<file path="config.mk">
export PLATFORM = sky130hd
export DESIGN_NAME = branch_checkpoint_table_flat
export DESIGN_NICKNAME = d
export VERILOG_FILES = /design/src/rtl/branch_checkpoint_table_pkg.sv /design/src/rtl/branch_checkpoint_table_if.sv /design/src/rtl/branch_checkpoint_table_prio_enc.sv /design/src/rtl/branch_checkpoint_table.sv /design/src/flat_wrapper.sv
export SDC_FILE = /design/constraint.sdc
export NUM_CORES = 1
export LEC_CHECK = 0
export CORE_MARGIN = 3
export CORE_UTILIZATION = 55
export CTS_CLUSTER_DIAMETER = 30
export DETAILED_ROUTE_END_ITERATION = 16
export DONT_BUFFER_PORTS = 1
export HOLD_SLACK_MARGIN = 0.05
export PLACE_DENSITY = 0.7
export SYNTH_ARGS = -nofsm -noshare
export SYNTH_HDL_FRONTEND = slang
export SYNTH_SLANG_ARGS = --single-unit
export TNS_END_PERCENT = 5
</file>
<file path="constraint.sdc">
create_clock -name clk -period 24.6 [get_ports clk]
set_input_delay 4.92 -clock clk [delete_from_list [all_inputs] [get_ports clk]]
set_output_delay 4.92 -clock clk [all_outputs]
set_load 0.05 [all_outputs]
</file>
<file path="src/rtl/branch_checkpoint_table_pkg.sv">
// Shared types and default sizing for the branch checkpoint table.
package branch_checkpoint_table_pkg;

    localparam int unsigned CKPT_NUM_DEFAULT = 4;
    localparam int unsigned CKPT_TAG_W       = 5;
    localparam int unsigned CKPT_NUM_PREGS   = 128;

    typedef struct packed {
        logic                      valid;
        logic [31:0]               pc;
        logic [CKPT_TAG_W-1:0]     rob_tag;
        logic [CKPT_NUM_PREGS-1:0] rdy_table;
    } ckpt_entry_t;

endpackage

</file>
<file path="src/rtl/branch_checkpoint_table_if.sv">
// Rename/ROB/PRF-facing signal bundle of the branch checkpoint table.
// Map-table snapshot signals exist only when CKPT_MAP_SNAP_EN is defined.
interface branch_checkpoint_table_if
    import branch_checkpoint_table_pkg::*;
#(
    parameter int unsigned NUM_CKPT  = CKPT_NUM_DEFAULT,
    parameter int unsigned TAG_W     = CKPT_TAG_W,
    parameter int unsigned NUM_PREGS = CKPT_NUM_PREGS
`ifdef CKPT_MAP_SNAP_EN
    ,
    parameter int unsigned ARCH_REGS = 32,
    parameter int unsigned PREG_W    = 7
`endif
);

    logic                          alloc_valid;
    logic                          alloc_ready;
    logic [31:0]                   alloc_pc;
    logic [TAG_W-1:0]              alloc_rob_tag;
    logic [NUM_PREGS-1:0]          alloc_rdy_snap;
    logic [$clog2(NUM_CKPT)-1:0]   alloc_id;
    logic                          resolve_valid;
    logic [TAG_W-1:0]              resolve_tag;
    logic                          mispredict;
    logic [TAG_W-1:0]              mispredict_tag;
    logic [TAG_W-1:0]              rob_head_tag;
    logic                          restore_valid;
    logic [31:0]                   restore_pc;
    logic [TAG_W-1:0]              restore_rob_tag;
    logic [NUM_PREGS-1:0]          restore_rdy;
    logic                          restore_miss;
    logic [$clog2(NUM_CKPT):0]     free_count;
    logic                          full;
`ifdef CKPT_MAP_SNAP_EN
    logic [ARCH_REGS*PREG_W-1:0]   alloc_map_snap;
    logic [ARCH_REGS*PREG_W-1:0]   restore_map;
`endif

    modport master (
        output alloc_valid, alloc_pc, alloc_rob_tag, alloc_rdy_snap,
        output resolve_valid, resolve_tag, mispredict, mispredict_tag, rob_head_tag,
        input  alloc_ready, alloc_id, restore_valid, restore_pc, restore_rob_tag,
        input  restore_rdy, restore_miss, free_count, full
`ifdef CKPT_MAP_SNAP_EN
        ,
        output alloc_map_snap,
        input  restore_map
`endif
    );

    modport slave (
        input  alloc_valid, alloc_pc, alloc_rob_tag, alloc_rdy_snap,
        input  resolve_valid, resolve_tag, mispredict, mispredict_tag, rob_head_tag,
        output alloc_ready, alloc_id, restore_valid, restore_pc, restore_rob_tag,
        output restore_rdy, restore_miss, free_count, full
`ifdef CKPT_MAP_SNAP_EN
        ,
        input  alloc_map_snap,
        output restore_map
`endif
    );

endinterface

</file>
<file path="src/rtl/branch_checkpoint_table_prio_enc.sv">
// Lowest-set-bit finder: index of the lowest asserted request plus a found flag.
module ckpt_prio_enc #(
    parameter  int unsigned N     = 4,
    localparam int unsigned IDX_W = $clog2(N)
) (
    input  logic [N-1:0]     req,
    output logic [IDX_W-1:0] idx,
    output logic             found
);

    always_comb begin
        idx   = '0;
        found = 1'b0;
        for (int unsigned i = 0; i < N; i++) begin
            if (req[i] && !found) begin
                idx   = IDX_W'(i);
                found = 1'b1;
            end
        end
    end

endmodule

</file>
<file path="src/rtl/branch_checkpoint_table.sv">
// Branch checkpoint store: allocate on rename, free on resolve, restore and squash on mispredict.
// Optional macro CKPT_MAP_SNAP_EN adds rename-map snapshot storage and restore.
module branch_checkpoint_table
    import branch_checkpoint_table_pkg::*;
#(
    parameter int unsigned NUM_CKPT  = CKPT_NUM_DEFAULT,
    parameter int unsigned TAG_W     = CKPT_TAG_W,
    parameter int unsigned NUM_PREGS = CKPT_NUM_PREGS
`ifdef CKPT_MAP_SNAP_EN
    ,
    parameter int unsigned ARCH_REGS = 32,
    parameter int unsigned PREG_W    = 7
`endif
) (
    input logic                   clk,
    input logic                   reset,
    branch_checkpoint_table_if.slave bus
);

    localparam int unsigned ID_W  = $clog2(NUM_CKPT);
    localparam int unsigned CNT_W = ID_W + 1;

    typedef struct packed {
        logic [31:0]          pc;
        logic [TAG_W-1:0]     rob_tag;
        logic [NUM_PREGS-1:0] rdy_table;
    } entry_t;

    entry_t              ent_q [NUM_CKPT];
    entry_t              ent_d [NUM_CKPT];
    logic [NUM_CKPT-1:0] valid_q, valid_d;
    logic [CNT_W-1:0]    free_count_q, free_count_d;
    logic                full_q, full_d;
    logic                restore_valid_q, restore_valid_d;
    logic                restore_miss_q, restore_miss_d;
    entry_t              restore_q, restore_d;

    logic [NUM_CKPT-1:0] free_vec, match_vec;
    logic [ID_W-1:0]     free_idx, match_idx;
    logic                free_found, match_found;
    logic [TAG_W-1:0]    ent_age [NUM_CKPT];
    logic [TAG_W-1:0]    mp_age;
    logic                alloc_ready;
    logic                alloc_fire;
    logic                restore_hit;

    assign free_vec = ~valid_q;

    ckpt_prio_enc #(.N(NUM_CKPT)) u_free_enc (
        .req   (free_vec),
        .idx   (free_idx),
        .found (free_found)
    );

    ckpt_prio_enc #(.N(NUM_CKPT)) u_match_enc (
        .req   (match_vec),
        .idx   (match_idx),
        .found (match_found)
    );

    // free_found mirrors !full_q; using it keeps the accept path off the count flops
    assign alloc_ready = free_found && !bus.mispredict;
    assign alloc_fire  = bus.alloc_valid && alloc_ready;
    assign restore_hit = bus.mispredict && match_found;
    assign mp_age      = TAG_W'(bus.mispredict_tag - bus.rob_head_tag);

    always_comb begin
        for (int unsigned i = 0; i < NUM_CKPT; i++) begin
            match_vec[i] = valid_q[i] && (ent_q[i].rob_tag == bus.mispredict_tag);
            ent_age[i]   = TAG_W'(ent_q[i].rob_tag - bus.rob_head_tag);
        end
    end

    always_comb begin
        valid_d         = valid_q;
        ent_d           = ent_q;
        restore_d       = restore_q;
        restore_valid_d = restore_hit;
        restore_miss_d  = bus.mispredict && !match_found;
        free_count_d    = '0;

        // Resolve and squash only ever clear bits, so overlaps collapse to a single clear
        for (int unsigned i = 0; i < NUM_CKPT; i++) begin
            if (bus.resolve_valid && valid_q[i] && (ent_q[i].rob_tag == bus.resolve_tag))
                valid_d[i] = 1'b0;
            if (bus.mispredict && valid_q[i] && (ent_age[i] > mp_age))
                valid_d[i] = 1'b0;
        end
        if (restore_hit) begin
            valid_d[match_idx] = 1'b0;
            restore_d          = ent_q[match_idx];
        end
        if (alloc_fire) begin
            valid_d[free_idx] = 1'b1;
            ent_d[free_idx]   = '{pc: bus.alloc_pc, rob_tag: bus.alloc_rob_tag,
                                  rdy_table: bus.alloc_rdy_snap};
        end

        for (int unsigned i = 0; i < NUM_CKPT; i++) begin
            if (!valid_d[i])
                free_count_d = free_count_d + CNT_W'(1);
        end
        full_d = &valid_d;
    end

    always_ff @(posedge clk) begin
        if (reset) begin
            valid_q         <= '0;
            free_count_q    <= CNT_W'(NUM_CKPT);
            full_q          <= 1'b0;
            restore_valid_q <= 1'b0;
            restore_miss_q  <= 1'b0;
            restore_q       <= '0;
        end else begin
            valid_q         <= valid_d;
            free_count_q    <= free_count_d;
            full_q          <= full_d;
            restore_valid_q <= restore_valid_d;
            restore_miss_q  <= restore_miss_d;
            restore_q       <= restore_d;
        end
    end

    // Entry payload is qualified by valid_q, so it needs no reset
    always_ff @(posedge clk) begin
        ent_q <= ent_d;
    end

`ifdef CKPT_MAP_SNAP_EN
    localparam int unsigned MAP_W = ARCH_REGS * PREG_W;

    logic [MAP_W-1:0] map_q [NUM_CKPT];
    logic [MAP_W-1:0] map_d [NUM_CKPT];
    logic [MAP_W-1:0] restore_map_q, restore_map_d;

    always_comb begin
        map_d         = map_q;
        restore_map_d = restore_map_q;
        if (alloc_fire)
            map_d[free_idx] = bus.alloc_map_snap;
        if (restore_hit)
            restore_map_d = map_q[match_idx];
    end

    always_ff @(posedge clk) begin
        map_q <= map_d;
        if (reset)
            restore_map_q <= '0;
        else
            restore_map_q <= restore_map_d;
    end

    assign bus.restore_map = restore_map_q;
`endif

    assign bus.alloc_ready     = alloc_ready;
    assign bus.alloc_id        = free_idx;
    assign bus.restore_valid   = restore_valid_q;
    assign bus.restore_miss    = restore_miss_q;
    assign bus.restore_pc      = restore_q.pc;
    assign bus.restore_rob_tag = restore_q.rob_tag;
    assign bus.restore_rdy     = restore_q.rdy_table;
    assign bus.free_count      = free_count_q;
    assign bus.full            = full_q;

endmodule

</file>
<file path="src/flat_wrapper.sv">
// flat-port wrapper written by rule: the top's interface ports become plain ports
module branch_checkpoint_table_flat import branch_checkpoint_table_pkg::*;
#(
    parameter int unsigned NUM_CKPT  = CKPT_NUM_DEFAULT,
    parameter int unsigned TAG_W     = CKPT_TAG_W,
    parameter int unsigned NUM_PREGS = CKPT_NUM_PREGS

)
  (clk, reset, bus_alloc_valid, bus_alloc_pc, bus_alloc_rob_tag, bus_alloc_rdy_snap, bus_resolve_valid, bus_resolve_tag, bus_mispredict, bus_mispredict_tag, bus_rob_head_tag, bus_alloc_ready, bus_alloc_id, bus_restore_valid, bus_restore_pc, bus_restore_rob_tag, bus_restore_rdy, bus_restore_miss, bus_free_count, bus_full);
  branch_checkpoint_table_if #(.NUM_CKPT(NUM_CKPT), .TAG_W(TAG_W), .NUM_PREGS(NUM_PREGS)) bus_i ();
  input logic clk;
  input logic reset;
  input wire logic [$bits(bus_i.alloc_valid)-1:0] bus_alloc_valid;
  input wire logic [$bits(bus_i.alloc_pc)-1:0] bus_alloc_pc;
  input wire logic [$bits(bus_i.alloc_rob_tag)-1:0] bus_alloc_rob_tag;
  input wire logic [$bits(bus_i.alloc_rdy_snap)-1:0] bus_alloc_rdy_snap;
  input wire logic [$bits(bus_i.resolve_valid)-1:0] bus_resolve_valid;
  input wire logic [$bits(bus_i.resolve_tag)-1:0] bus_resolve_tag;
  input wire logic [$bits(bus_i.mispredict)-1:0] bus_mispredict;
  input wire logic [$bits(bus_i.mispredict_tag)-1:0] bus_mispredict_tag;
  input wire logic [$bits(bus_i.rob_head_tag)-1:0] bus_rob_head_tag;
  output wire logic [$bits(bus_i.alloc_ready)-1:0] bus_alloc_ready;
  output wire logic [$bits(bus_i.alloc_id)-1:0] bus_alloc_id;
  output wire logic [$bits(bus_i.restore_valid)-1:0] bus_restore_valid;
  output wire logic [$bits(bus_i.restore_pc)-1:0] bus_restore_pc;
  output wire logic [$bits(bus_i.restore_rob_tag)-1:0] bus_restore_rob_tag;
  output wire logic [$bits(bus_i.restore_rdy)-1:0] bus_restore_rdy;
  output wire logic [$bits(bus_i.restore_miss)-1:0] bus_restore_miss;
  output wire logic [$bits(bus_i.free_count)-1:0] bus_free_count;
  output wire logic [$bits(bus_i.full)-1:0] bus_full;
  assign bus_i.alloc_valid = bus_alloc_valid;
  assign bus_i.alloc_pc = bus_alloc_pc;
  assign bus_i.alloc_rob_tag = bus_alloc_rob_tag;
  assign bus_i.alloc_rdy_snap = bus_alloc_rdy_snap;
  assign bus_i.resolve_valid = bus_resolve_valid;
  assign bus_i.resolve_tag = bus_resolve_tag;
  assign bus_i.mispredict = bus_mispredict;
  assign bus_i.mispredict_tag = bus_mispredict_tag;
  assign bus_i.rob_head_tag = bus_rob_head_tag;
  assign bus_alloc_ready = bus_i.alloc_ready;
  assign bus_alloc_id = bus_i.alloc_id;
  assign bus_restore_valid = bus_i.restore_valid;
  assign bus_restore_pc = bus_i.restore_pc;
  assign bus_restore_rob_tag = bus_i.restore_rob_tag;
  assign bus_restore_rdy = bus_i.restore_rdy;
  assign bus_restore_miss = bus_i.restore_miss;
  assign bus_free_count = bus_i.free_count;
  assign bus_full = bus_i.full;
  branch_checkpoint_table #(.NUM_CKPT(NUM_CKPT), .TAG_W(TAG_W), .NUM_PREGS(NUM_PREGS)) u_core (.clk(clk), .reset(reset), .bus(bus_i));
endmodule
</file>
# Word level (Yosys, flattened, before mapping)
# Index checks and enable logic that the tools add are counted.
[totals] reg_bits=835 in_bits=185
[op_classes] addsub=8 order_cmp=11 eq_ne=8 mux=38 bitwise_logic=6 reduce_logical=42
[ops] op="660-bit bitwise mux" count=1
[ops] op="165-bit two-way mux" count=3
[ops] op="165-bit binary-select mux with 2-bit select" count=1
[ops] op="165-bit demux with 2-bit select" count=1
[ops] op="5-bit == test" count=8
[ops] op="1-bit logical AND" count=33
[ops] op="5-bit subtractor" count=5
[ops] op="1-bit two-way mux" count=21
[ops] op="5-bit > comparator" count=4
[ops] op="3-bit two-way mux" count=3
[ops] op="1-bit zero test" count=8
[ops] op="2-bit two-way mux" count=4
[ops] op="4-bit two-way mux" count=2
[ops] op="4-bit inverter" count=2
[ops] op="3-bit by 1-bit adder with 3-bit output, second input constant" count=2
[ops] op="3-bit greater-or-equal comparator, second input constant" count=2
[ops] op="2-bit by 3-bit less-than comparator with 1-bit output, second input constant" count=2
[ops] op="2-bit inverter with 3-bit output" count=2
[ops] op="4-bit AND" count=1
[ops] op="1-bit demux with 2-bit select" count=2
[ops] op="2-bit by 1-bit greater-or-equal comparator with 1-bit output, second input constant" count=2
[ops] op="4-bit OR" count=1
[ops] op="4-bit AND reduction" count=1
[ops] op="3-bit by 1-bit less-than comparator with 1-bit output, second input constant" count=1
[ops] op="1-bit by 1-bit adder with 2-bit output, second input constant" count=1

# Logic depth before layout (Yosys ltp)
# Gate-level depths: netlist of run 1.
[logic_depth] word_depth=28 depth_mapped=23 ltp_nobuf=22

# Cells and area by module
# Synthesis of run 1 repeated with hierarchy kept, for this count alone.
[unflattened] cells_unflattened=1886 area_unflattened_um2=31756.7
[by_module_without_submodules] module="branch_checkpoint_table" n_inst=1 cells_per_inst=1872 area_each_um2=31686.6 seq_area_each_um2=23322.4
[by_module_without_submodules] module="ckpt_prio_enc" n_inst=2 cells_per_inst=7 area_each_um2=35.0 seq_area_each_um2=0.0

# Worst setup path after synthesis of run 1
# Ideal clock, no wire load.
[synth_timing] path_kind="input-to-reg" startpoint="in bus_mispredict" endpoint="reg u_core.free_count_q[2] (netlist: u_core.bus.free_count[2])" setup_time_ns=0.127 arrival_time_ns=20.220 slack_ns=4.253 cell_stages=11 cell_sequence="nand2b_1 nor3b_1 o22ai_1 ha_1 xor2_1 ha_1 nand2_1 o32ai_1 a31oi_1 and4_1 or3_1"
[synth_via] elab_chain_cells=14
[synth_rtl] item="start: declaration" line_no="flat_wrapper.sv:19" source="input wire logic [$bits(bus_i.mispredict)-1:0] bus_mispredict;"
[synth_rtl] item="1-bit logical AND (2 in series)" line_no="branch_checkpoint_table.sv:86" source="if (bus.mispredict && valid_q[i] && (ent_age[i] > mp_age))"
[synth_rtl] item="1-bit two-way mux" line_no="branch_checkpoint_table.sv:86"
[synth_rtl] item="4-bit AND (no source line)"
[synth_rtl] item="4-bit two-way mux" line_no="branch_checkpoint_table.sv:89" source="if (restore_hit) begin"
[synth_rtl] item="4-bit OR (no source line)"
[synth_rtl] item="4-bit two-way mux *" line_no="branch_checkpoint_table.sv:93" source="if (alloc_fire) begin"
[synth_rtl] item="1-bit two-way mux" line_no="branch_checkpoint_table.sv:100" source="if (!valid_d[i])"
[synth_rtl] item="1-bit by 1-bit adder with 2-bit output" line_no="branch_checkpoint_table.sv:101" source="free_count_d = free_count_d + CNT_W'(1);"
[synth_rtl] item="3-bit two-way mux" line_no="branch_checkpoint_table.sv:100"
[synth_rtl] item="3-bit by 1-bit adder with 3-bit output" line_no="branch_checkpoint_table.sv:101"
[synth_rtl] item="3-bit two-way mux" line_no="branch_checkpoint_table.sv:100"
[synth_rtl] item="3-bit by 1-bit adder with 3-bit output" line_no="branch_checkpoint_table.sv:101"
[synth_rtl] item="3-bit two-way mux *" line_no="branch_checkpoint_table.sv:100"
[synth_rtl] item="end signal: assignment" line_no="branch_checkpoint_table.sv:109" source="free_count_q <= CNT_W'(NUM_CKPT);"
[synth_rtl] item="end signal: assignment" line_no="branch_checkpoint_table.sv:116" source="free_count_q <= free_count_d;"
[synth_rtl] item="end: declaration" line_no="branch_checkpoint_table.sv:32" source="logic [CNT_W-1:0] free_count_q, free_count_d;"
# Mark *: on every way between the ends. The rest lies on a longest branch, timed or not.
# A chain may end at the register's enable or synchronous reset.

# Worst setup path after layout of run 1
[layout_timing] startpoint="in bus_mispredict" endpoint="out bus_alloc_ready"
[layout_via] elab_chain_cells=2
[layout_rtl] item="1-bit zero test" line_no="branch_checkpoint_table.sv:62" source="assign alloc_ready = free_found && !bus.mispredict;"
[layout_rtl] item="1-bit logical AND" line_no="branch_checkpoint_table.sv:62"
[layout_rtl] item="end: declaration" line_no="flat_wrapper.sv:22" source="output wire logic [$bits(bus_i.alloc_ready)-1:0] bus_alloc_ready;"
# Every way passes these cells.

==> metrics, run 1 <==
status finished, final reports clean; CTS clk-pin slew, worst paths 0.04 ns; crit-path max cell delay roughly 0.85 ns; crit-path max FO 13; met3 Resource Use GR 0.08751; final hold slack 0.6706 ns; critical setup path kind input pin to primary output; post-synth top area share 0.6214; Antenna diodes 0; Layout area overhead 17.10%; slew at the pin closest to its max-slew limit 1.165 ns; vias in the first global route slightly above 20k; # fillers slightly below 4k; post-synth top area cell edfxtp_1; FP Rows between 80 and 90; Buffers & Inverters on Critical Path 0; CP Capture Type primary output; count of pins over their slew limit 0; Resize count post-CTS 0; # IOs between 300 and 400; M1 GR Usage 0.3269; FFs w/ async S/R, synth 0; crit path setup slack, layout 13.90 ns; setup slack at placement 13.90 ns; H-tree depth 4; met2 GRT Util 0.4346; Clk Latency, worst-skew pair roughly 0.71 ns; most frequent cells after synthesis edfxtp_1, nand2_1, a21oi_1, dfxtp_1, o21ai_0; largest net degree at the start of global routing 188; first-pass GRT wire length 121.1 mm; Post-CTS Setup Bufs 0; fin area 0.03735 mm²; DIE WIDTH 246.8 µm; sum of negative setup slack 0 ns; final WL 81.64 mm; proportion of layout cells with a drive suffix above 1 0.1176; GP Congestion 0.8691; DR vias/cell 6.261; chip height 246.8 µm; Syn. warnings 0; # nets final between 2k and 2.5k; top-count cell post-synth edfxtp_1; Final Setup Violations 0; die area 0.06091 mm²; initial DRC count about 1.6k; via count 19.64k; gr usage total 0.2642; Synthesized Nets 2492; CTS buffer count roughly 140; CP Launch Type input pin; Synth cell types 57; Final Skew about 0.044 ns; RSZ-0062 raised after global routing no; DP Area 0.03240 mm²; Root Driver clkbuf_16; Syn Area/Cell 14.07 µm²; mapped cell area 0.03189 mm²; Synth area leaders edfxtp_1, dfxtp_1, a211o_1, o22ai_1, or3_1; Crit-path slowest cell a41oi_1; DRT Pass-1 Iters 5; Core Region 0.05693 mm²; flops & latches, synth 835; per-cell routed wire length approximately 26 µm; antenna viol nets, final 0; Pwr Density just under 100 mW/mm²; Min-Delay Path Class flip-flop to flip-flop; Starting Density 0.5602; clock tree buffer depth 3; Buffers on Ports 0; placed insts 2874; r2r setup slk 19.53 ns; static leakage roughly 12 nW; Top delay family on crit path compound AO/OA/AOI/OAI gates; # DRC 0; Top FF cell, synth edfxtp_1; WP data arrival 5.78 ns; fin crit share 0.4348; fin util 0.6560; min Tclk post-route 10.70 ns; VDD IR max 75.61 µV; final hold violations 0; Non-Filler Instances between 3k and 4k; CP Cell Sequence a41oi_1; post-synthesis sequential area ratio 0.7313; FMAX roughly 93 MHz; WP data required a little under 20 ns; Post-synth EDFFs between 600 and 700; total gr overflow 0; hold buffer count at CTS 0; Top Usage Layer GRT met2; Slew headroom 0.2132; Tot Pwr 3.630 mW; clock sink count roughly 840; Post-Syn Instances 2266; initial antenna violation count 1; post-detail-place hpwl around 42 mm; max cap viols 0; TritonCTS clock tree done
-- layer usage --
metal  share of wire  vias to the layer above
li1                -                     8793
met1            0.39                     9920
met2            0.49                      789
met3           0.093                      139
met4           0.025                        0
met5               0                        -
-- placed cells by master, fill, tap and decap left out, types with 28 or more instances in the layout --
cell and instances:
dfxtp_1 175, clkbuf_16 149, a21oi_1 178, o21ai_0 173, xnor2_1 34, a211o_1 165, or3_1 167, o22ai_1 168
xor2_1 28, ha_1 36, nand2_1 184, edfxtp_1 660
-- power breakdown --
group | leakage [nW] | switching [mW] | internal [mW]
logic | 2.32 | 0.0518 | 0.0300
clock network | 2.39 | 0.683 | 1.30
registers | 7.41 | 0.0152 | 1.55
-- layout make-up --
class	instances	area, µm²	area share
Clock inverter	90	1046	0.02801
Inverter	27	106.4	0.002848
Multi-Input combinational cell	1233	7819	0.2093
Clock buffer	173	3899	0.1044
Timing Repair Buffer	23	210.2	0.005628
Sequential cell	835	23320	0.6245
Tap cell	756	945.9	0.02533
-- registers in the layout, indices dropped and copies added, names as in the netlist, 3 cells and up --
signal and flops:
u_core.bus.restore_rdy 128, u_core.valid_q 4, u_core.bus.free_count 3, u_core.bus.restore_rob_tag 5, u_core.bus.restore_pc 32, u_core.ent_q 660
-- final timing paths --
kind / startpoint / to / cells past startpoint
worst min-delay path: u_core.ent_q[657] / u_core.bus.restore_pc[29] / 3
worst min register to register: u_core.ent_q[657] / u_core.bus.restore_pc[29] / 3
worst max register to register: u_core.ent_q[624] / u_core.bus.restore_rdy[62] / 10
worst max-delay path: bus_mispredict / bus_alloc_ready / 1
-- cells by family after synthesis --
family | share of synthesized area
DFF | 0.7313
adders and majority gates | 0.01758
and+or+nand+nor | 0.06548
buffers and inverters | 0.02534
muxes | 0.0003139
AOI/OAI and AO/OA | 0.1418
xor gates and xnor gates | 0.01824
Note: power is estimated with default switching activity, not from simulation.
==> run 2, diff against run 1 <==
- PLACE_DENSITY: 0.7 -> 0.73
- clock period: 24.6 -> 9.2 ns (I/O delays scaled with it)
==> run 2 against run 1 <==
Register-to-register slack lost 15 ns. Combinational power grew to 2.7 times the previous value. Design area grew 0.12%. Wire length grew 0.55%. Clock skew shrank 0.0097 ns. Non-clock buffer count shrank 2. Sequential share of layout area shrank 0.073 points. Count of clock-buffer cells in the layout grew 5. Largest cell class unchanged.
==> metrics, run 2 (synthesized netlist as in run 1, its figures left out) <==
status finished, final reports clean; first-pass GRT wire length 121.7 mm (+0.49%); Most flops, register u_core.ent_q; Core Region 0.05693 mm² (unchanged); per-cell routed wire length 26.10 µm (+0.29%); fin crit share 0.5815; CP Launch Type input pin; Gate power share 0.022 (about the same); Final Skew 0.03463 ns (-0.009729 ns); TritonCTS clock tree done; total gr overflow 0 (unchanged); final WL 82.09 mm (+0.55%); hold buffer count at CTS 0 (unchanged); Pint 7.671 mW (+170%); Slew headroom 0.1562 (-0.05698); Final Setup Violations 0 (unchanged); crit-path max cell delay 0.78 ns (-0.07 ns); count of pins over their slew limit 0 (unchanged); max FFs per register 660 (unchanged); fin util 0.6568 (+0.0007690); max cap viols 0 (unchanged); most common cell after layout, fill and taps aside edfxtp_1; cell mode on critical path nand2_1; GP Congestion 0.8542 (-1.7%); static leakage 12.13 nW (+0.12%); Tot Pwr 9.696 mW (+170%); critical setup path kind input pin to flip-flop; gr usage total 0.2669 (+0.002636); Pwr Density 259.3 mW/mm² (+170%); via count 19.65k (+0.031%); Crit-path slowest cell buf_4; CP Capture Type flip-flop; clock share of power 0.545 (about the same); Buffers on Ports 0 (unchanged); initial DRC count 1648 (+5.9%); CTS clk-pin slew, worst paths 0.05 ns (about the same); most frequent cells in the layout edfxtp_1, nand2_1, a21oi_1; Multi-input gate area 0.007825 mm² (about the same); RSZ-0062 raised after global routing no; final hold slack 0.6692 ns (-0.001453 ns); sw frac 0.2088 (+0.002206); Min-Delay Path Class flip-flop to flip-flop; DIE WIDTH 246.8 µm (unchanged); clock tree buffer depth 3 (unchanged); min Tclk post-route approximately 5.4 ns; WP data arrival 5.98 ns (+0.20 ns); slew at the pin closest to its max-slew limit 1.249 ns (+0.08435 ns); # fillers 3892 (unchanged); Starting Density 0.5602 (unchanged); # DRC 0 (unchanged); CP Cell Sequence xnor2_1 > nand2_1 > or4_4 > buf_4 > nand2_1 > or3_4 > nand2_8 > buf_4 > nand2_1 > a21oi_1; crit-path max FO 156 (+143); Clk Latency, worst-skew pair 0.71 ns (about the same); DRT Pass-1 Iters 6 (+1); CTS buffer count 147 (+3.5%); Psw 2.025 mW (+170%); clock sink count 835 (unchanged); DR vias/cell 6.247 (-0.22%); largest net degree at the start of global routing 172 (-8.5%); post-detail-place hpwl 41.92 mm (about the same); vias in the first global route 19.92k (-1.8%); FP Rows 87 (unchanged); WP data required 9.83 ns (-9.85 ns); Layout area overhead 17.24%; Root Driver clkbuf_16; chip height 246.8 µm (unchanged); VDD IR max 175.8 µV (+130%); FMAX 186.9 MHz; initial antenna violation count 1 (unchanged); # IOs 359 (unchanged); Resize count post-CTS 0 (unchanged); final hold violations 0 (unchanged); # nets final 2491 (+0.12%); part of the power in registers 0.433 (about the same); sum of negative setup slack 0 ns (unchanged); proportion of layout cells with a drive suffix above 1 0.1156 (-0.002020); H-tree depth 4 (unchanged); Post-CTS Setup Bufs 0 (unchanged); antenna viol nets, final 0 (unchanged); die area 0.06091 mm² (unchanged); Register Area 0.02332 mm² (unchanged)
[run 2: worst max-delay path, delay by kind of cell]
| family | cells | cell delay (ns) |
|---|---|---|
| XOR/XNOR | 1 | 0.13 |
| AO/OA/AOI/OAI | 1 | 0.19 |
| AND/OR/NAND/NOR | 6 | 2.17 |
| buffers and inverters | 2 | 1.51 |
[run 2: worst paths after layout]
| path | start | to | slack (ns) | cells past startpoint |
|---|---|---|---|---|
| worst max-delay path | bus_mispredict_tag[0] | u_core.bus.restore_rdy[28] | 3.85 | 10 |
| worst min-delay path | u_core.ent_q[502] | u_core.bus.restore_rdy[7] | 0.67 | 3 |
| worst max register to register | u_core.ent_q[623] | u_core.bus.restore_rdy[28] | 4.43 | 10 |
| worst min register to register | u_core.ent_q[502] | u_core.bus.restore_rdy[7] | 0.67 | 3 |
[run 2: final cells by class]
| type | count | share of cell area |
|---|---|---|
| antenna | 1 | 0.00006692 |
| clock buffer | 178 | 0.1053 |
| clock inverter | 94 | 0.02794 |
| inverter | 27 | 0.002844 |
| multi-input combinational | 1233 | 0.2093 |
| sequential | 835 | 0.6237 |
| tap | 756 | 0.02530 |
| timing repair buffer | 21 | 0.005555 |
[run 2: power groups by stage]
stage          registers (mW)  logic, mW  clock network, mW
3_3_place_gp             4.26      0.216                  0
5_1_grt                  4.20      0.241               5.54
6_report                 4.20      0.218               5.28
4_1_cts                  4.19      0.219               5.35
3_5_place_dp             4.27      0.217                  0
2_1_floorplan            4.27      0.170                  0
[run 2: per-stage QoR]
stage | worst slack, ns | instances | cell area, µm²
4_1_cts | 3.822 | 3144 | 37390
3_5_place_dp | 3.105 | 2872 | 32410
3_3_place_gp | 3.100 | 2872 | 32410
5_1_grt | 3.539 | 3144 | 37390
2_1_floorplan | -0.3818 | 2266 | 31910
6_report | 3.850 | 3145 | 37390
[run 2: routing by layer]
metal / wire length (µm) / share of wire / global-route usage / vias up
met3: 8542 / 0.10 / 0.1025 / 171
li1: - / - / - / 8799
met5: 0 / 0 / 0 / -
met2: 39360 / 0.48 / 0.4219 / 913
met1: 31550 / 0.38 / 0.3297 / 9764
met4: 2637 / 0.032 / 0.1141 / 0
